$ cat config.mk
export PLATFORM = sky130hd
export DESIGN_NAME = mul24_arbiter
export DESIGN_NICKNAME = d
export VERILOG_FILES = /design/src/rtl/mul24_arbiter.sv
export SDC_FILE = /design/constraint.sdc
export NUM_CORES = 1
export LEC_CHECK = 0
export CORE_ASPECT_RATIO = 0.8
export CORE_MARGIN = 1
export CORE_UTILIZATION = 40
export DETAILED_ROUTE_END_ITERATION = 12
export GPL_TIMING_DRIVEN = 0
export HOLD_SLACK_MARGIN = 0.08
export PLACE_DENSITY = 0.65
export SLEW_MARGIN = 20
export SYNTH_ARGS = -nofsm -noshare
export SYNTH_HDL_FRONTEND = slang
export SYNTH_HIERARCHICAL = 1
export SYNTH_SLANG_ARGS = --single-unit
$ cat constraint.sdc
create_clock -name clk -period 2.7 [get_ports clk]
set_clock_uncertainty 0.1 [all_clocks]
set_input_delay 0.54 -clock clk [delete_from_list [all_inputs] [get_ports clk]]
set_output_delay 0.54 -clock clk [all_outputs]
set_load 0.005 [all_outputs]
$ cat src/rtl/mul24_arbiter.sv
// Round-robin sharing of one fixed-latency, non-stallable multiplier core between two requesters.
// Optional performance counters are built when MUL24_ARBITER_PERF_EN is defined.
module mul24_arbiter_fifo #(
  parameter int DW    = 48,
  parameter int DEPTH = 4
) (
  input  logic          clk,
  input  logic          rst,
  input  logic          wr,
  input  logic [DW-1:0] wdata,
  input  logic          rd,
  output logic          valid,
  output logic [DW-1:0] head
);
  localparam int PW = (DEPTH > 1) ? $clog2(DEPTH) : 1;
  localparam int CW = $clog2(DEPTH + 1);

  logic [DEPTH-1:0][DW-1:0] mem;
  logic [PW-1:0]            wptr, rptr;
  logic [CW-1:0]            cnt;

  function automatic logic [PW-1:0] nxt(input logic [PW-1:0] p);
    return (p == PW'(DEPTH - 1)) ? '0 : p + PW'(1);
  endfunction

  assign valid = (cnt != '0);
  assign head  = mem[rptr];

  // No full check: upstream credits keep writes within DEPTH.
  always_ff @(posedge clk) begin
    if (!rst) begin
      wptr <= '0;
      rptr <= '0;
      cnt  <= '0;
    end else begin
      if (wr) begin
        mem[wptr] <= wdata;
        wptr      <= nxt(wptr);
      end
      if (rd) rptr <= nxt(rptr);
      case ({wr, rd})
        2'b10:   cnt <= cnt + CW'(1);
        2'b01:   cnt <= cnt - CW'(1);
        default: ;
      endcase
    end
  end
endmodule

module mul24_arbiter #(
  parameter int W     = 24,
  parameter int LAT   = 3,
  parameter int DEPTH = 4
) (
  input  logic           clk,
  input  logic           rst,
  input  logic           r0_valid,
  output logic           r0_ready,
  input  logic [W-1:0]   r0_a,
  input  logic [W-1:0]   r0_b,
  input  logic           r1_valid,
  output logic           r1_ready,
  input  logic [W-1:0]   r1_a,
  input  logic [W-1:0]   r1_b,
  output logic           res0_valid,
  input  logic           res0_ready,
  output logic [2*W-1:0] res0_p,
  output logic           res1_valid,
  input  logic           res1_ready,
  output logic [2*W-1:0] res1_p,
  output logic           mul_valid,
  output logic [W-1:0]   mul_a,
  output logic [W-1:0]   mul_b,
  input  logic [2*W-1:0] mul_p,
  output logic           busy,
  output logic [31:0]    perf_issue0,
  output logic [31:0]    perf_issue1,
  output logic [31:0]    perf_stall
);
  localparam int NUM_REQ = 2;
  localparam int CW      = $clog2(DEPTH + 1);

  logic [NUM_REQ-1:0]             req_valid, eligible, grant, pop, wr;
  logic [NUM_REQ-1:0][W-1:0]      req_a, req_b;
  logic [NUM_REQ-1:0][CW-1:0]     credit;
  logic [NUM_REQ-1:0]             res_valid, res_ready;
  logic [NUM_REQ-1:0][2*W-1:0]    res_p;
  logic                           last_grant, sel;
  logic [LAT:0]                   vld_pipe, tag_pipe;

  assign req_valid = {r1_valid, r0_valid};
  assign req_a     = {r1_a, r0_a};
  assign req_b     = {r1_b, r0_b};
  assign res_ready = {res1_ready, res0_ready};
  assign {res1_valid, res0_valid} = res_valid;
  assign res0_p    = res_p[0];
  assign res1_p    = res_p[1];

  // grant is only raised with valid, so grant doubles as the handshake.
  always_comb begin
    grant = '0;
    for (int i = 0; i < NUM_REQ; i++)
      eligible[i] = rst & req_valid[i] & (credit[i] < CW'(DEPTH));
    if (&eligible) grant = last_grant ? 2'b01 : 2'b10;
    else           grant = eligible;
  end

  assign r0_ready  = grant[0];
  assign r1_ready  = grant[1];
  assign sel       = grant[1];
  assign mul_valid = vld_pipe[0];

  // Stage k holds the entry issued k cycles ago; stage LAT lines up with mul_p.
  always_ff @(posedge clk) begin
    if (!rst) begin
      vld_pipe   <= '0;
      tag_pipe   <= '0;
      mul_a      <= '0;
      mul_b      <= '0;
      last_grant <= 1'b1;
    end else begin
      vld_pipe <= {vld_pipe[LAT-1:0], |grant};
      tag_pipe <= {tag_pipe[LAT-1:0], sel};
      if (|grant) begin
        mul_a      <= req_a[sel];
        mul_b      <= req_b[sel];
        last_grant <= sel;
      end
    end
  end

  for (genvar i = 0; i < NUM_REQ; i++) begin : g_req
    logic [CW-1:0] cred;

    assign wr[i]     = vld_pipe[LAT] & (int'(tag_pipe[LAT]) == i);
    assign pop[i]    = res_valid[i] & res_ready[i];
    assign credit[i] = cred;

    always_ff @(posedge clk) begin
      if (!rst) cred <= '0;
      else case ({grant[i], pop[i]})
        2'b10:   cred <= cred + CW'(1);
        2'b01:   cred <= cred - CW'(1);
        default: ;
      endcase
    end

    mul24_arbiter_fifo #(.DW(2*W), .DEPTH(DEPTH)) u_fifo (
      .clk   (clk),
      .rst   (rst),
      .wr    (wr[i]),
      .wdata (mul_p),
      .rd    (pop[i]),
      .valid (res_valid[i]),
      .head  (res_p[i])
    );
  end

  assign busy = (credit[0] != '0) | (credit[1] != '0);

`ifdef MUL24_ARBITER_PERF_EN
  logic [31:0] cnt_issue0, cnt_issue1, cnt_stall;

  always_ff @(posedge clk) begin
    if (!rst) begin
      cnt_issue0 <= '0;
      cnt_issue1 <= '0;
      cnt_stall  <= '0;
    end else begin
      if (grant[0]) cnt_issue0 <= cnt_issue0 + 32'd1;
      if (grant[1]) cnt_issue1 <= cnt_issue1 + 32'd1;
      if (|(req_valid & ~grant)) cnt_stall <= cnt_stall + 32'd1;
    end
  end

  assign perf_issue0 = cnt_issue0;
  assign perf_issue1 = cnt_issue1;
  assign perf_stall  = cnt_stall;
`else
  assign perf_issue0 = '0;
  assign perf_issue1 = '0;
  assign perf_stall  = '0;
`endif
endmodule

==> summary.txt <==
Run status
  – Status: finished, violations left
  – Violated checks: setup timing

CTS
  – CTS tree: built
  – Clock Sinks: about 460
  – Clock transition at path regs: 60 ps
  – Clk buf depth: 3
  – CTS Buf Count: 47
  – Worst skew pair latency: approximately 540 ps
  – H-tree depth: 2
  – Root Buffer: clkbuf_16

STA
  – Worst slew margin: between 60 and 70%
  – Final worst-path cycle share: 100%
  – Period minus WS final: 2710 ps
  – Setup TNS Final: -22.1 ps
  – RSZ-0062 raised after global routing: true
  – Max Fclk: 369 MHz
  – Final count of hold timing violations: 0
  – Max Slew Vio Count: 0
  – Final WS setup: -8.94 ps
  – Setup Viol. Count Final: 4
  – Slew @ Worst Pin: 518 ps

Placement
  – Placed Cells: around 2,000
  – Placed instance area: ~23,000 µm²
  – Pre-CTS setup slack: -750 ps
  – Port buffer count: about 300
  – Post-detail-place hpwl: between 20,000 and 30,000 µm
  – GPL Wtd Cong: 0.773

Cells and area
  – Nets: approximately 1,600
  – Fin area: 24,500 µm²
  – N_diodes: 0
  – Final Non-Filler Cells: ~2,100
  – Layout cells sized above 1: between 20% and 30%
  – Area growth syn-to-layout: 32.1%
  – Fillers: around 3,800

Logic synthesis
  – Synth Area in XOR/XNOR: 0.378%
  – Netlist cell types: 37
  – Synth Area in Adders: 1.38%
  – Yosys warnings: 6
  – Top-area cell type share of the netlist area: between 60% and 70%
  – Mux cell area share after synthesis: around 12%
  – Simple-Gate Fraction of Synth Area: 5.84%
  – Post-synthesis cell type with the largest combined area: edfxtp_1
  – Synth Area in Compound Gates: between 3 and 4%
  – Register area share after synthesis: a little over two thirds
  – Yosys reg bits: around 460
  – Synth Area per Inst: 18.9 µm²
  – Syn Inst Count: roughly 980
  – Largest family of logic cells by synthesized area: multiplexers
  – Netlist Area Pre-Place: between 15,000 and 20,000 µm²
  – Top post-synthesis cells by area: edfxtp_1, mux4_2, dfxtp_1

Setup path
  – Crit path kind: reg -> out
  – Crit-path cells: buf_12 > buf_12 > buf_12 > buf_12 > mux4_2 > buf_2
  – Worst endpoint required time: approximately 2100 ps
  – Reg-to-reg startpoint: g_req[0].u_fifo/cnt[0]
  – Crit Reg-Reg Endpoint: g_req[0].u_fifo/cnt[2]
  – Startpoint types: flip-flop
  – R2r setup slk: 240 ps
  – Crit path DAT: about 2100 ps
  – Worst path max stage delay: between 500 and 600 ps
  – Slowest CP cell: mux4_2
  – Bufs and invs on worst path: 5
  – Worst setup EP type: output port
  – Most common cell on crit path: buf_12
  – Crit-path leading delay family: buffers and inverters
  – R2r worst-path depth: 7
  – CP Max Fanout: 6

Power
  – Tot Pwr: roughly 0.016 W
  – Leakage: approximately 8.5 nW
  – Pwr per Cell Area: approximately 640 nW/µm²
  – VDD IR-drop max: about 0.40 mV

Route
  – Avg Vias per Cell: 4.99
  – Pre-antenna DRT Iters: 5
  – Drt drc: 0
  – Vias: 10,500
  – Wirelength per Cell: roughly 21 µm
  – Post-DRT Antenna Nets: 0
  – Final wirelength: approximately 44,000 µm
  – Drt first-iter violations: 562

Global routing
  – First-pass GRT wire length: 66,800 µm
  – Largest net degree at the start of global routing: 39
  – Initial antenna violation count: 1
  – Total track usage: approximately a fifth
  – Number of global-route vias before repair: ~11,000
  – GRT overflow: 0

Floorplan
  – Boundary Pins: ~400
  – Chip height: 194 µm
  – Die area: around 47,000 µm²
  – Rows: 70
  – Initial Utilization: between 40% and 50%
  – Die Wd: roughly 240 µm
  – CORE AREA: 45,700 µm²

Worst hold path
  – Worst hold stages: 1
  – Worst Hold Launch: tag_pipe[0]
  – Min-Delay Path Class: reg -> reg
  – Hold Crit Endpoint: tag_pipe[1]

Run
  – Max_cap viols: 0
timing repair:
action                                  in CTS  in global routing
endpoints found under the setup margin      99                 55
setup buffers                               28                  1
cloned                                       7                  0
gates resized for setup                    339                 24
pin swaps                                    1                  0
hold buffers                                 0                  0
per-stage QoR:
stage	util, %	hold WS [ps]
floorplan	-	312
global placement	49.5	315
detailed placement	50.0	322
CTS	53.9	332
global route	53.5	347
finish	53.5	327
placed cells by master, fill, tap and decap left out, drive strengths merged:
cell	count
edfxtp	384
buf	223
clkdlybuf4s50	199
clkbuf	100
conb	96
mux4	96
dfxtp	77
or3	54
nand4b	48
a32o	48
inv	20
dlygate4sd2	18
ha	14
clkdlybuf4s15	14
clkinv	13
nor2b	12
and2	11
and3	9
nor2	8
mux2i	8
a21oi	7
o21ai	5
xor2	4
fa	4
bufinv	4
xnor2	4
nor3b	3
nand2b	2
a21boi	2
nand3b	2
nand3	2
or2	1
nor4	1
nand2	1
clkinvlp	1
dlymetal6s2s	1
registers in the layout, summed over array words and instances (netlist names):
signal and flops:
g_req.u_fifo/wptr 4, last_grant 1, mul_a 24, mul_b 24, g_req.u_fifo/rptr 4, vld_pipe 4, g_req.cred 6, tag_pipe 4
g_req.u_fifo/cnt 6, g_req.u_fifo/mem 384
final cells by class:
type                            count  area [µm²]  share of cell area [%]
Tap cell                          612         766                    3.13
Sequential cell                   461       13100                    53.4
Clock buffer                       65        1290                    5.29
Timing Repair Buffer              336        3240                    13.2
Multi-Input combinational cell    442        4620                    18.9
Buffer                            154        1200                    4.90
Clock inverter                     22         215                   0.879
Inverter                           16        60.1                   0.245
metal layers:
layer / up-vias / track usage (%) / part of all wire (%)
met2: 344 / 31.6 / 50
met4: 2 / 4.33 / 1.7
li1: 4734 / - / -
met3: 60 / 4.56 / 6.8
met5: - / 0 / 0.029
met1: 5373 / 24.8 / 42
synth_stat cells, drive strengths merged:
cell type  instances
fa                 4
a21oi              7
nor3b              3
nand4b            48
nor4               1
buf              129
conb               1
nand3b             2
xor2               4
nand3              2
mux2i              8
xnor2              4
or2                1
and3               9
or3               54
nand2b             2
edfxtp           384
nor2b             12
nand2              1
a32o              48
inv               16
and2              11
a21boi             2
nor2               8
o21ai              5
ha                14
mux4              96
clkbuf            28
dfxtp             77
where the power goes:
| part | total (W) | leakage, nW | switching, W | internal (W) |
|---|---|---|---|---|
| Clock | 0.00634 | 0.732 | 0.00260 | 0.00374 |
| Sequential | 0.00787 | 4.09 | 0.0000667 | 0.00781 |
| Combinational | 0.00138 | 3.67 | 0.000567 | 0.000817 |
| Total | 0.0156 | 8.49 | 0.00324 | 0.0124 |
how the worst max path moves through the flow:
stage | cells past startpoint | end | startpoint
3_3_place_gp | 3 | g_req[1].u_fifo/mem[162] | rst
6_report | 6 | res1_p[16] | g_req[1].u_fifo/rptr[0]
5_1_grt | 6 | res1_p[6] | g_req[1].u_fifo/rptr[0]
2_1_floorplan | 10 | g_req[0].cred[2] | r1_valid
3_5_place_dp | 11 | g_req[0].cred[2] | r1_valid
4_1_cts | 6 | res1_p[6] | g_req[1].u_fifo/rptr[0]
kinds of logic (layout without fill, tap and decap cells):
group / after synthesis / count (layout)
mux: 104 / 104
compound gates: 62 / 62
other cells: 1 / 96
buf+inv: 173 / 593
fa+ha+maj: 18 / 18
flops: 461 / 461
xor+xnor: 8 / 8
simple gates: 154 / 154
Note: power is estimated with default switching activity, not from simulation.
